==> src/rtl/spi_cmd_controller_pkg.sv <==
// Shared constants, state encoding and helpers for the SPI command controller.
// Contents: frame field widths, command/response codes, FSM state type,
// decoded-command kind type and an 8-bit saturating adder.
package spi_cmd_controller_pkg;

    localparam int BRIGHTNESS_WIDTH   = 8;
    localparam int CMD_BITS           = 8;
    localparam int ADDR_BITS          = 8;
    localparam int PAYLOAD_BITS       = 8;
    localparam int MASTER_FRAME_WIDTH = 24;

    localparam logic [CMD_BITS-1:0] CMD_NOP     = 8'h00;
    localparam logic [CMD_BITS-1:0] CMD_LED_SET = 8'h01;
    localparam logic [CMD_BITS-1:0] CMD_LED_GET = 8'h02;
    localparam logic [CMD_BITS-1:0] CMD_STATUS  = 8'h03;
    localparam logic [7:0]          RSP_OK      = 8'h01;
    localparam logic [7:0]          RSP_ERR     = 8'hEE;

    typedef enum logic [1:0] {
        ST_IDLE,
        ST_DECODE,
        ST_EXEC,
        ST_RESP
    } state_t;

    typedef enum logic [2:0] {
        KIND_NOP,
        KIND_SET,
        KIND_GET,
        KIND_STATUS,
        KIND_ERR
    } kind_t;

    // Overrun and an EXEC error can land in the same cycle, so the
    // increment is up to 2.
    function automatic logic [7:0] sat_add8(input logic [7:0] a, input logic [1:0] n);
        logic [8:0] s;
        s = {1'b0, a} + {7'b0, n};
        return s[8] ? 8'hFF : s[7:0];
    endfunction

endpackage

==> src/rtl/spi_cmd_controller_if.sv <==
// Handshake/bus bundle between the spi_slave receive/transmit datapath and
// the command controller.
//   rx_dv, i_cmd, i_addr, i_payload : received frame (slave -> controller)
//   o_slv_frame, o_slv_tx_enb       : response frame (controller -> slave)
// modport master: the spi_slave side; modport slave: the controller.
interface spi_cmd_controller_if;
    import spi_cmd_controller_pkg::*;

    logic                          rx_dv;
    logic [CMD_BITS-1:0]           i_cmd;
    logic [ADDR_BITS-1:0]          i_addr;
    logic [PAYLOAD_BITS-1:0]       i_payload;
    logic [MASTER_FRAME_WIDTH-1:0] o_slv_frame;
    logic                          o_slv_tx_enb;

    modport master (
        output rx_dv, i_cmd, i_addr, i_payload,
        input  o_slv_frame, o_slv_tx_enb
    );

    modport slave (
        input  rx_dv, i_cmd, i_addr, i_payload,
        output o_slv_frame, o_slv_tx_enb
    );

endinterface

==> src/rtl/spi_cmd_controller_led_brightness_regfile.sv <==
// led_brightness_regfile: NUM_LEDS x BRIGHTNESS_WIDTH brightness registers.
//   sysclk, rst          : clock, async active-high reset (all registers to 0)
//   wr_en/wr_addr/wr_data: single write port
//   rd_addr/rd_data      : single combinational read port (0 when out of range)
//   brightness           : flat bus, LED n at [n*BRIGHTNESS_WIDTH +: BRIGHTNESS_WIDTH]
module led_brightness_regfile
    import spi_cmd_controller_pkg::*;
#(
    parameter int NUM_LEDS = 4
) (
    input  logic                                 sysclk,
    input  logic                                 rst,
    input  logic                                 wr_en,
    input  logic [ADDR_BITS-1:0]                 wr_addr,
    input  logic [BRIGHTNESS_WIDTH-1:0]          wr_data,
    input  logic [ADDR_BITS-1:0]                 rd_addr,
    output logic [BRIGHTNESS_WIDTH-1:0]          rd_data,
    output logic [NUM_LEDS*BRIGHTNESS_WIDTH-1:0] brightness
);

    always_ff @(posedge sysclk or posedge rst) begin
        if (rst) begin
            brightness <= '0;
        end else if (wr_en) begin
            for (int i = 0; i < NUM_LEDS; i++) begin
                if (wr_addr == ADDR_BITS'(i))
                    brightness[i*BRIGHTNESS_WIDTH +: BRIGHTNESS_WIDTH] <= wr_data;
            end
        end
    end

    always_comb begin
        rd_data = '0;
        for (int i = 0; i < NUM_LEDS; i++) begin
            if (rd_addr == ADDR_BITS'(i))
                rd_data = brightness[i*BRIGHTNESS_WIDTH +: BRIGHTNESS_WIDTH];
        end
    end

endmodule

==> src/rtl/spi_cmd_controller.sv <==
// spi_cmd_controller: validates frames from spi_slave, executes LED set/get
// and status commands against the brightness register file, and stages the
// response frame for the next SPI transaction.
//   sysclk, rst        : clock, async active-high reset
//   bus (slave)        : received frame in, response frame/valid out
//   o_led_brightness   : flat brightness bus from the register file
//   o_led_update       : one-cycle pulse on any brightness write
//   o_err_cnt          : saturating count of rejected commands and overruns
//   o_busy             : high while a frame is being processed
//
// state  | meaning
// IDLE   | waiting for an rx_dv rising edge
// DECODE | classify latched command, register verdict
// EXEC   | perform register write or count the error
// RESP   | build response frame, raise o_slv_tx_enb
module spi_cmd_controller
    import spi_cmd_controller_pkg::*;
#(
    parameter int NUM_LEDS       = 4,
    parameter int MAX_BRIGHTNESS = 100
) (
    input  logic                                 sysclk,
    input  logic                                 rst,
    spi_cmd_controller_if.slave                  bus,
    output logic [NUM_LEDS*BRIGHTNESS_WIDTH-1:0] o_led_brightness,
    output logic                                 o_led_update,
    output logic [7:0]                           o_err_cnt,
    output logic                                 o_busy
);

    state_t                      state;
    kind_t                       kind;
    logic                        rx_dv_q;
    logic [CMD_BITS-1:0]         cmd_q;
    logic [ADDR_BITS-1:0]        addr_q;
    logic [PAYLOAD_BITS-1:0]     payload_q;
    logic [7:0]                  frame_cnt;
    logic [BRIGHTNESS_WIDTH-1:0] rd_data;
    logic                        rx_rise;
    logic                        overrun;
    logic                        exec_err;
    logic                        wr_en;
    logic [1:0]                  err_inc;

    assign rx_rise  = bus.rx_dv & ~rx_dv_q;
    assign overrun  = rx_rise && (state != ST_IDLE);
    assign exec_err = (state == ST_EXEC) && (kind == KIND_ERR);
    assign wr_en    = (state == ST_EXEC) && (kind == KIND_SET);
    assign err_inc  = {1'b0, overrun} + {1'b0, exec_err};

    led_brightness_regfile #(
        .NUM_LEDS(NUM_LEDS)
    ) u_regfile (
        .sysclk    (sysclk),
        .rst       (rst),
        .wr_en     (wr_en),
        .wr_addr   (addr_q),
        .wr_data   (payload_q[BRIGHTNESS_WIDTH-1:0]),
        .rd_addr   (addr_q),
        .rd_data   (rd_data),
        .brightness(o_led_brightness)
    );

    always_ff @(posedge sysclk or posedge rst) begin
        if (rst) begin
            state            <= ST_IDLE;
            kind             <= KIND_NOP;
            rx_dv_q          <= 1'b0;
            cmd_q            <= '0;
            addr_q           <= '0;
            payload_q        <= '0;
            frame_cnt        <= '0;
            o_err_cnt        <= '0;
            o_led_update     <= 1'b0;
            o_busy           <= 1'b0;
            bus.o_slv_frame  <= '0;
            bus.o_slv_tx_enb <= 1'b0;
        end else begin
            rx_dv_q      <= bus.rx_dv;
            o_led_update <= 1'b0;
            o_err_cnt    <= sat_add8(o_err_cnt, err_inc);
            case (state)
                ST_IDLE: begin
                    if (rx_rise) begin
                        cmd_q            <= bus.i_cmd;
                        addr_q           <= bus.i_addr;
                        payload_q        <= bus.i_payload;
                        frame_cnt        <= frame_cnt + 8'd1;
                        bus.o_slv_tx_enb <= 1'b0;
                        o_busy           <= 1'b1;
                        state            <= ST_DECODE;
                    end
                end
                ST_DECODE: begin
                    case (cmd_q)
                        CMD_LED_SET:
                            kind <= (addr_q < ADDR_BITS'(NUM_LEDS) &&
                                     payload_q <= PAYLOAD_BITS'(MAX_BRIGHTNESS))
                                    ? KIND_SET : KIND_ERR;
                        CMD_LED_GET:
                            kind <= (addr_q < ADDR_BITS'(NUM_LEDS)) ? KIND_GET : KIND_ERR;
                        CMD_STATUS: kind <= KIND_STATUS;
                        CMD_NOP:    kind <= KIND_NOP;
                        default:    kind <= KIND_ERR;
                    endcase
                    state <= ST_EXEC;
                end
                ST_EXEC: begin
                    o_led_update <= wr_en;
                    state        <= ST_RESP;
                end
                ST_RESP: begin
                    case (kind)
                        KIND_SET:    bus.o_slv_frame <= {RSP_OK, addr_q, payload_q};
                        KIND_GET:    bus.o_slv_frame <= {RSP_OK, addr_q, PAYLOAD_BITS'(rd_data)};
                        KIND_STATUS: bus.o_slv_frame <= {RSP_OK, o_err_cnt, frame_cnt};
                        KIND_NOP:    bus.o_slv_frame <= {RSP_OK, 8'h00, 8'h00};
                        default:     bus.o_slv_frame <= {RSP_ERR, addr_q, cmd_q};
                    endcase
                    bus.o_slv_tx_enb <= 1'b1;
                    o_busy           <= 1'b0;
                    state            <= ST_IDLE;
                end
                default: state <= ST_IDLE;
            endcase
        end
    end

endmodule
==> src/flat_wrapper.sv <==
// flat-port wrapper written by rule: the top's interface ports become plain ports
module spi_cmd_controller_flat import spi_cmd_controller_pkg::*;
#(
    parameter int NUM_LEDS       = 4,
    parameter int MAX_BRIGHTNESS = 100
)
  (sysclk, rst, o_led_brightness, o_led_update, o_err_cnt, o_busy, bus_rx_dv, bus_i_cmd, bus_i_addr, bus_i_payload, bus_o_slv_frame, bus_o_slv_tx_enb);
  spi_cmd_controller_if bus_i ();
  input  logic sysclk;
  input  logic rst;
  output logic [NUM_LEDS*BRIGHTNESS_WIDTH-1:0] o_led_brightness;
  output logic o_led_update;
  output logic [7:0] o_err_cnt;
  output logic o_busy;
  input wire logic [$bits(bus_i.rx_dv)-1:0] bus_rx_dv;
  input wire logic [$bits(bus_i.i_cmd)-1:0] bus_i_cmd;
  input wire logic [$bits(bus_i.i_addr)-1:0] bus_i_addr;
  input wire logic [$bits(bus_i.i_payload)-1:0] bus_i_payload;
  output wire logic [$bits(bus_i.o_slv_frame)-1:0] bus_o_slv_frame;
  output wire logic [$bits(bus_i.o_slv_tx_enb)-1:0] bus_o_slv_tx_enb;
  assign bus_i.rx_dv = bus_rx_dv;
  assign bus_i.i_cmd = bus_i_cmd;
  assign bus_i.i_addr = bus_i_addr;
  assign bus_i.i_payload = bus_i_payload;
  assign bus_o_slv_frame = bus_i.o_slv_frame;
  assign bus_o_slv_tx_enb = bus_i.o_slv_tx_enb;
  spi_cmd_controller #(.NUM_LEDS(NUM_LEDS), .MAX_BRIGHTNESS(MAX_BRIGHTNESS)) u_core (.sysclk(sysclk), .rst(rst), .bus(bus_i), .o_led_brightness(o_led_brightness), .o_led_update(o_led_update), .o_err_cnt(o_err_cnt), .o_busy(o_busy));
endmodule
==> config.mk <==
export PLATFORM = sky130hd
export DESIGN_NAME = spi_cmd_controller_flat
export DESIGN_NICKNAME = d
export VERILOG_FILES = /design/src/rtl/spi_cmd_controller_pkg.sv /design/src/rtl/spi_cmd_controller_if.sv /design/src/rtl/spi_cmd_controller_led_brightness_regfile.sv /design/src/rtl/spi_cmd_controller.sv /design/src/flat_wrapper.sv
export SDC_FILE = /design/constraint.sdc
export NUM_CORES = 1
export LEC_CHECK = 0
export ABC_AREA = 1
export CORE_UTILIZATION = 47
export DETAILED_ROUTE_END_ITERATION = 10
export PLACE_DENSITY = 0.8
export SLEW_MARGIN = 10
export SYNTH_ARGS = -nofsm -noshare
export SYNTH_HDL_FRONTEND = slang
export SYNTH_SLANG_ARGS = --single-unit
==> constraint.sdc <==
create_clock -name sysclk -period 2.9 [get_ports sysclk]
set_input_delay 0.29 -clock sysclk [delete_from_list [all_inputs] [get_ports sysclk]]
set_output_delay 0.29 -clock sysclk [all_outputs]
set_load 0.05 [all_outputs]
# Yosys cells after proc, flatten, opt, wreduce, memory -nomap -nowiden
# Index checks and enable logic that the tools add are counted.
[word_totals]
ff_bits = 105
inputBits = 27
wordCells = 69
[op_classes]
addsub = 3
n_lt_le_gt_ge = 2
eq_ne = 14
n_bitwise = 2
n_reduce_logical = 16
n_mux = 16
[op_table]
columns = ["operator", "n"]
rows = [
  ["one-hot mux 24 bit (4 select lines)", 1],
  ["2-to-1 mux 8 bit", 5],
  ["equality test 8 x 2 -> 1 bit (second input constant)", 4],
  ["equality test 8 x 1 -> 1 bit (second input constant)", 2],
  ["zero test 8 bit", 2],
  ["one-hot mux 3 bit (4 select lines)", 1],
  ["AND reduction 2 bit", 6],
  ["adder 8 x 2 -> 9 bit", 1],
  ["adder 8 x 1 -> 8 bit (second input constant)", 1],
  ["<= comparator 8 x 7 -> 1 bit (second input constant)", 1],
  ["less-than comparator 8 x 3 -> 1 bit (second input constant)", 1],
  ["one-hot mux 2 bit (4 select lines)", 1],
  ["equality test 3 x 2 -> 1 bit (second input constant)", 2],
  ["2-to-1 mux 3 bit", 2],
  ["equality test 2 bit (second input constant)", 2],
  ["logical AND 1 bit", 4],
  ["one-hot mux 1 bit (2 select lines)", 2],
  ["nonzero test 2 bit", 2],
  ["equality test 3 x 1 -> 1 bit (second input constant)", 1],
  ["equality test 3 bit (second input constant)", 1],
  ["zero test 3 bit", 1],
  ["2-to-1 mux 1 bit", 3],
  ["adder 1 x 1 -> 2 bit", 1],
  ["equality test 2 x 1 -> 1 bit (second input constant)", 1],
  ["5 further kinds", 5],
]

# Depth between registers and ports, before layout
[logic_depth]
word_depth = 6
depth_mapped = 12
mapped_depth_nobuf = 12

# Hierarchy
# From an unflattened synthesis, not the netlist that was laid out.
[unflattened]
cells_unflattened = 600
hier_area_um2 = 4938.5
[modules_own_cells]
columns = ["module", "n_inst", "area_per_inst_um2", "cells_each", "seq_area_each_um2"]
rows = [
  ["spi_cmd_controller", 1, 3198.1, 401, 1676.6],
  ["led_brightness_regfile", 1, 1740.4, 199, 800.8],
]

# Least setup slack after synthesis
# No wires, ideal clock.
[synth_timing]
path_type = "register to register"
start = "reg u_core.state[0]"
end = "reg u_core.o_err_cnt[2]"
synth_period_minus_slack_ns = 2.004
t_required_ns = 2.771
path_stages_with_launch = 13
arrival_time_ns = 1.874
path_slack_ns = 0.896
cell_sequence = "dfrtp_1 inv_1 ha_1 inv_1 nor4_1 fa_1 ha_1 nand2_1 nor2_1 inv_1 nor2_1 nand2_1 o21ai_0"
[synth_between]
elab_chain_len = 5
elab_cells_between_ends = 7
[synth_lines]
columns = ["item", "line_no", "text"]
rows = [
  ["start: declaration", "spi_cmd_controller.sv:31", "state_t state;"],
  ["start signal: assignment", "spi_cmd_controller.sv:66", "state <= ST_IDLE;"],
  ["start signal: assignment", "spi_cmd_controller.sv:91", "state <= ST_DECODE;"],
  ["start signal: assignment", "spi_cmd_controller.sv:106", "state <= ST_EXEC;"],
  ["equality test 2 bit / nonzero test 2 bit (equally long branches)", "spi_cmd_controller.sv:47, spi_cmd_controller.sv:46", ""],
  ["logical AND 1 bit (on tied branches)", "spi_cmd_controller.sv:47, spi_cmd_controller.sv:46", ""],
  ["adder 1 x 1 -> 2 bit *", "spi_cmd_controller.sv:49", "assign err_inc = {1'b0, overrun} + {1'b0, exec_err};"],
  ["adder 8 x 2 -> 9 bit *", "spi_cmd_controller_pkg.sv:38", "s = {1'b0, a} + {7'b0, n};"],
  ["2-to-1 mux 8 bit *", "spi_cmd_controller_pkg.sv:39", "return s[8] ? 8'hFF : s[7:0];"],
  ["end signal: assignment", "spi_cmd_controller.sv:81", "o_err_cnt <= sat_add8(o_err_cnt, err_inc);"],
  ["end: declaration", "spi_cmd_controller.sv:27", "output logic [7:0] o_err_cnt,"],
]
# Every way passes the cells marked *; elsewhere a longest branch is shown, timed or not.
# A chain may end at the register's enable or synchronous reset.

# Worst setup path in the final report
# Same ends and word-level chain as after synthesis.

==> metrics.txt <==
fin nets=approximately 660; power share of the clock group=0.146; setup_tns=0 ns; Ports=94; clock buffer depth=2; vias in the first global route=3831; Reg power frac=0.396; global-route wire length before repair=18700 um; clk_skew=0.0103 ns; CTS resizes=0; Reg2Reg Depth=12; via count=3973; Worst Path Max Fanout=5; WL/cell=15.0 um; fraction of layout cells with a size suffix above 1=0.0827; Mapped Cells=538; CTS tree=built; Reg-to-Reg Start=u_core.state[0]$_DFFE_PP0P_; Die Y=102 um; Buffers on Ports=92; largest family of logic cells by synthesized area=simple AND/OR/NAND/NOR gates; Main synth FF type=dfrtp_1; DP HPWL=8480 um; DP Area=5730 um2; WP data arrival=roughly 2.6 ns; Starting Density=0.484; Max VDD drop=~0.54 mV; drc violations=0; Initial DRC Count=243; Max Cap Viol=0; Synth Register Bits=about 100; post-synthesis compound-gate area fraction=0.109; clk slew on worst S/H paths=about 0.09 ns; count of cell types in the netlist=39; Final Slew Violations=0; min Tclk post-route=around 2.3 ns; Pleak=~0.0028 uW; Seq/Total Area, Yosys=0.524; crit end category=flop; largest area contributor in the netlist=dfrtp_1; Worst setup SP type=flop; Rows=36; Post-Syn Area per Cell=about 9 um2; YS warnings=0; RSZ-0062 raised after global routing=false; switching fraction of total power=0.458; final setup fails=0; critical path type=reg -> reg; TritonCTS Buffers=9; PwrDens=911 nW/um2; Required @ worst endpoint=3.18 ns; Simple-Gate Fraction of Synth Area=0.239; Least-Margin Pin Slew=between 0.7 and 0.8 ns; CTS Root Buffer Type=clkbuf_8; Post-CTS Setup Inserts=0; die outline width=102 um; RePlAce Congestion=0.859; Fin. Hold Viols=0; Pint=approximately 2900 uW; top-count cell post-synth=nand2_1; Max Fclk=0.430 GHz; multiplexer area fraction after synthesis=0.0238; die area=about 10000 um2; hold buffer count at CTS=0; Synth Cell Area=4730 um2; EDFF count, synth=0; Tot GR Track Use=0.235; Ant. Diodes=0; Synth top cells by count=nand2_1, dfrtp_1, nor2_1, inv_1, nand3_1; global route overflow=0; asr flop ratio synth=1.00; reg-to-reg slack, setup=~0.57 ns; post-synthesis adder-cell area fraction=0.0201; post-synthesis net count=572; status=completed; Critical R2R Capture=u_core.o_err_cnt[2]$_DFF_PP0_; cell area after layout=5890 um2; DRT Wirelength=roughly 11000 um; Synth top area share=0.524; H-tree depth=3; clock sinks=99; combinational power share=0.458; Antenna Nets Post-Route=0; worst skew pair latency=between 0.3 and 0.4 ns; Area contributors post-synth=dfrtp_1, nand2_1, nor2_1; post-synthesis xor/xnor area fraction=0.0130; largest net degree at the start of global routing=47; vias per cell=between 5 and 6; Net Switching=2460 uW; detailed-router iteration count before antenna repair=5; Fillers=between 800 and 900; Worst Hold Class=in -> async; core area=9770 um2; initial antenna violation count=0; Final period util=0.802; Rel. slew slack=0.509; synth-to-layout area growth=24.6%
-- worst max-delay path by stage --
stage / slack (ns) / from / to
2_1_floorplan: 0.02 / rst / u_core.addr_q[0]$_DFFE_PP0P_
3_3_place_gp: 0.69 / bus_rx_dv / u_core.o_err_cnt[3]$_DFF_PP0_
5_1_grt: 0.34 / u_core.state[0]$_DFFE_PP0P_ / u_core.o_err_cnt[2]$_DFF_PP0_
3_5_place_dp: 0.56 / u_core.state[0]$_DFFE_PP0P_ / u_core.o_err_cnt[2]$_DFF_PP0_
4_1_cts: 0.55 / u_core.state[0]$_DFFE_PP0P_ / u_core.o_err_cnt[2]$_DFF_PP0_
6_report: 0.57 / u_core.state[0]$_DFFE_PP0P_ / u_core.o_err_cnt[2]$_DFF_PP0_
-- stage by stage --
stage | cells | power, uW | utilization | setup WS, ns | hold WS (ns)
4_1_cts | 762 | 5390 | 0.603 | 0.552 | 0.368
5_1_grt | 762 | 5710 | 0.603 | 0.342 | 0.407
3_5_place_dp | 747 | 4600 | 0.587 | 0.558 | 0.476
2_1_floorplan | 538 | 3830 | - | 0.0196 | 0.321
6_report | 762 | 5370 | 0.603 | 0.574 | 0.341
3_3_place_gp | 747 | 4520 | 0.587 | 0.692 | 0.463
-- registers in the layout (all words and copies together), names as in the netlist, 2 cells and up --
register                     flops
u_core.addr_q                    8
u_core.payload_q                 8
u_core.o_err_cnt                 8
u_core.kind                      3
u_core.frame_cnt                 8
u_core.u_regfile.brightness     32
u_core.state                     2
u_core.bus.o_slv_frame          18
u_core.cmd_q                     8
-- layout by cell type (no fill, tap or decap), types with 11 or more instances in the layout --
cell,n
a21oi_1,18
clkdlybuf4s50_1,92
dfrtp_1,99
inv_1,45
nand2_1,147
nand3_1,29
nor2_1,57
o21ai_0,24
o21ai_1,13
o21ai_2,11
-- critical path: stages, from the launching register on --
cell and delay (ns):
dfrtp_1 0.41, inv_1 0.11, ha_1 0.17, inv_1 0.11, nor4_1 0.26, fa_1 0.31
ha_1 0.19, nand2_1 0.07, nor2_1 0.14, inv_1 0.10, nor2_1 0.13, nand2_1 0.14
o21ai_0 0.11
-- cell families (layout without fill, tap and decap cells) --
group / count (synthesis) / count (layout)
AOI/OAI and AO/OA: 86 / 86
xor gates and xnor gates: 7 / 7
adders and majority gates: 7 / 7
buffers and inverters: 70 / 161
DFF: 99 / 99
muxes: 10 / 10
other: 1 / 1
and+or+nand+nor: 258 / 258
-- cell type report --
cell class                      instances  area [um2]  share of cell area
Clock buffer                           13         149              0.0253
Clock inverter                          2        12.5             0.00212
Sequential cell                        99        2480               0.420
Timing Repair Buffer                   98         978               0.166
Tap cell                              133         166              0.0282
Multi-Input combinational cell        369        1930               0.327
Inverter                               48         184              0.0312
-- power by group through the flow --
stage | clock network (uW) | logic [uW] | registers (uW)
global route | 865 | 2660 | 2180
global placement | 0 | 2390 | 2140
detailed placement | 0 | 2460 | 2150
CTS | 793 | 2470 | 2120
finish | 785 | 2460 | 2130
floorplan | 0 | 1160 | 2670
-- layer usage --
metal / global-route usage / vias to the layer above / routed length, um
met5: 0 / - / 0
met1: 0.329 / 1898 / 5100
met4: 0.0835 / 0 / 174
li1: - / 1921 / -
met3: 0.0445 / 13 / 628
met2: 0.368 / 141 / 5570
(Power assumes the default switching activity.)
==> edit: new RTL, same settings <==
`BRIGHTNESS_WIDTH`: 8 -> 7.
--- a/src/rtl/spi_cmd_controller_pkg.sv
+++ b/src/rtl/spi_cmd_controller_pkg.sv
@@ -3,7 +3,7 @@
 // decoded-command kind type and an 8-bit saturating adder.
 package spi_cmd_controller_pkg;
 
-    localparam int BRIGHTNESS_WIDTH   = 8;
+    localparam int BRIGHTNESS_WIDTH   = 7;
     localparam int CMD_BITS           = 8;
     localparam int ADDR_BITS          = 8;
     localparam int PAYLOAD_BITS       = 8;
Interface: changed (resized o_led_brightness); port bits go from 94 to 90. The function was not compared with the original's and may differ.
==> edit against the original RTL <==
  * Total power is 2.4% higher
  * Routed wire length fell by 3.6%
  * Largest cell class unchanged
  * Highest routed layer unchanged
  * Utilization increased by 0.79 points
  * Sequential cell count decreased by 4
  * Setup slack improved by 2.2 ps
  * Final area is 2.9% lower
  * Critical path type unchanged
  * Synthesized cell count fell by 0.37%
  * Critical path depth shrank 2
  * Final cell count decreased by 1.8%
  * Sequential share of layout area decreased by 0.51 points
  * Synthesized area down 2.9%
==> edit: results (changes against the original RTL) <==
- Status: finished, final reports clean
- Number of fillers in the final layout: 820 (-3.9%)
- Via count of the first global-routing pass: 3709 (-3.2%)
- Final worst hold slack: 350.1 ps (+9.065 ps)
- Number of buffers inserted during clock tree synthesis: 9 (unchanged)
- Clock-pin transition on the worst setup and hold timing paths: 90 ps (about the same)
- Switching share of power: 46.83% (+1.0 points)
- Post-route setup TNS: 0 ps (unchanged)
- Resized cells post-CTS: 0 (unchanged)
- Peak supply drop: 0.4717 mV (-12%)
- Mean Syn Cell Area: 8.576 um^2 (-2.5%)
- Final net count: 649 (-1.5%)
- Global routing met3 resource utilization: 2.774% (-1.7 points)
- Global-route total usage across every layer: 23.20% (-0.33 points)
- Worst reg2reg path depth: 10 (-2)
- Port bufs: 88 (-4.3%)
- Via count: 3869 (-2.6%)
- Number of diodes added for antenna fixing: 0 (unchanged)
- Warning count from the yosys run: 0 (unchanged)
- Worst reg2reg path endpoint: u_core.o_err_cnt[2]
- 1st-pass router iterations: 5 (unchanged)
- Largest fanout of any net on the critical path: 7 (+2)
- Global-route track usage on met1: 32.80% (-0.071 points)
- Share of flip-flops with an asynchronous set or reset: 100.0% (unchanged)
- Met2 GRT Util: 37.72% (+0.91 points)
- Power in combinational cells: 2520 uW (+2%)
- Largest registers in the final layout: u_core.u_regfile.brightness: 28 flops, u_core.bus.o_slv_frame: 18 flops
- Wire length of the first global-routing pass: 18190 um (-2.8%)
- Leakage Power: 0.002741 uW (-3.3%)
- Post-synthesis sequential area ratio: 51.71% (-0.64 points)
- Routability cong.: 0.9219 (+7.3%)
- Share of final-layout standard cells stronger than drive strength 1: 9.208% (+0.94 points)
- Top post-synthesis cells by count: 180 x nand2_1, 95 x dfrtp_1, 47 x nor2_1, 46 x inv_1, 27 x o21ai_0
- Critical Path AT: 2550 ps (-60 ps)
- Final HPWL from detailed placement: 8158 um (-3.8%)
- Dpl cells: 733 (-1.9%)
- Post CTS Setup Buffer Count: 0 (unchanged)
- Most used DFF post-synth: dfrtp_1
- Number of DRC markers in iteration 0: 310 (+28%)
- Final Skew: 9.422 ps (-0.8818 ps)
- Worst reg2reg startpoint: u_core.state[0]
- Library cells used by synthesis: 38 (-2.6%)
- Worst rel slew slack: 53.17% (+2.3 points)
- Share of the cycle needed by the critical path after routing: 80.12% (about the same)
- Total length of routed wires: 11060 um (-3.6%)
- Initial antenna violation count: 0 (unchanged)
- Post-DR wirelength/cell: 14.78 um (-1.8%)
- Post-Syn Nets: 570 (-0.35%)
- Power group with the largest share: combinational cells
- Hold/Removal Path Class: primary input to asynchronous set/reset pin
- Worst slack at placement: 617.8 ps (+59.80 ps)
- Total number of H-tree levels: 3 (unchanged)
- Max Buffers Root-to-Sink: 2 (unchanged)
- Cell at the root of the clock tree: clkbuf_8
- Reported clock group power: 872 uW (+11%)
- Register-to-register setup slack: 580 ps (about the same)
- Maximum number of pins on one net before global-route repair: 58 (+23%)
- Clock latency on the worst-skew pair: 350 ps
- Most area-consuming cells after synthesis: dfrtp_1 52%, nand2_1 15%, o21ai_2 4.0%
## edit: final cells by class
cell class / count / area share, %
Timing Repair Buffer: 91 / 16.00
Clock inverter: 5 / 1.027
Sequential cell: 95 / 41.52
Multi-Input combinational cell: 370 / 33.06
Tap cell: 129 / 2.819
Clock buffer: 10 / 2.404
Inverter: 48 / 3.169
## edit: worst max-delay path: stages, from the launching register on
cell	delay, ps
dfrtp_1	410
inv_1	90
ha_1	200
inv_1	180
nor4_1	90
fa_1	420
ha_1	220
nand2_1	150
nor2_1	100
nand3_1	210
o21ai_0	130
## edit: logic make-up (layout without fill, tap and decap cells)
logic type | Yosys count | count (layout) | synth area share (%)
compound gates | 79 | 79 | 11.35
xor+xnor | 8 | 8 | 1.524
fa+ha+maj | 7 | 7 | 2.069
buf+inv | 71 | 154 | 7.158
flops | 95 | 95 | 51.71
other cells | 1 | 1 | 0.08158
simple gates | 275 | 275 | 26.10
## edit: how the worst max path moves through the flow
stage / slack (ps) / start / end
after floorplan: 130 / rst / u_core.addr_q[0]
after global placement: 730 / bus_rx_dv / u_core.o_err_cnt[2]
after detailed placement: 620 / bus_rx_dv / u_core.o_err_cnt[2]
after CTS: 610 / u_core.state[0] / u_core.o_err_cnt[2]
after global routing: 380 / u_core.state[0] / u_core.o_err_cnt[3]
final: 580 / u_core.state[0] / u_core.o_err_cnt[2]
## edit: stage by stage
stage / util, % / total power [uW] / cell area [um^2]
after floorplan: - / 3867 / 4597
after global placement: 59.00 / 4581 / 5529
after detailed placement: 59.00 / 4649 / 5529
after CTS: 61.09 / 5512 / 5725
after global routing: 61.09 / 5839 / 5725
final: 61.09 / 5498 / 5725
## edit: layer usage
layer / vias to the layer above / share of wire [%]
met5: - / 0
met4: 0 / 1.1
met3: 12 / 4.7
met2: 127 / 48
met1: 1864 / 46
li1: 1866 / -
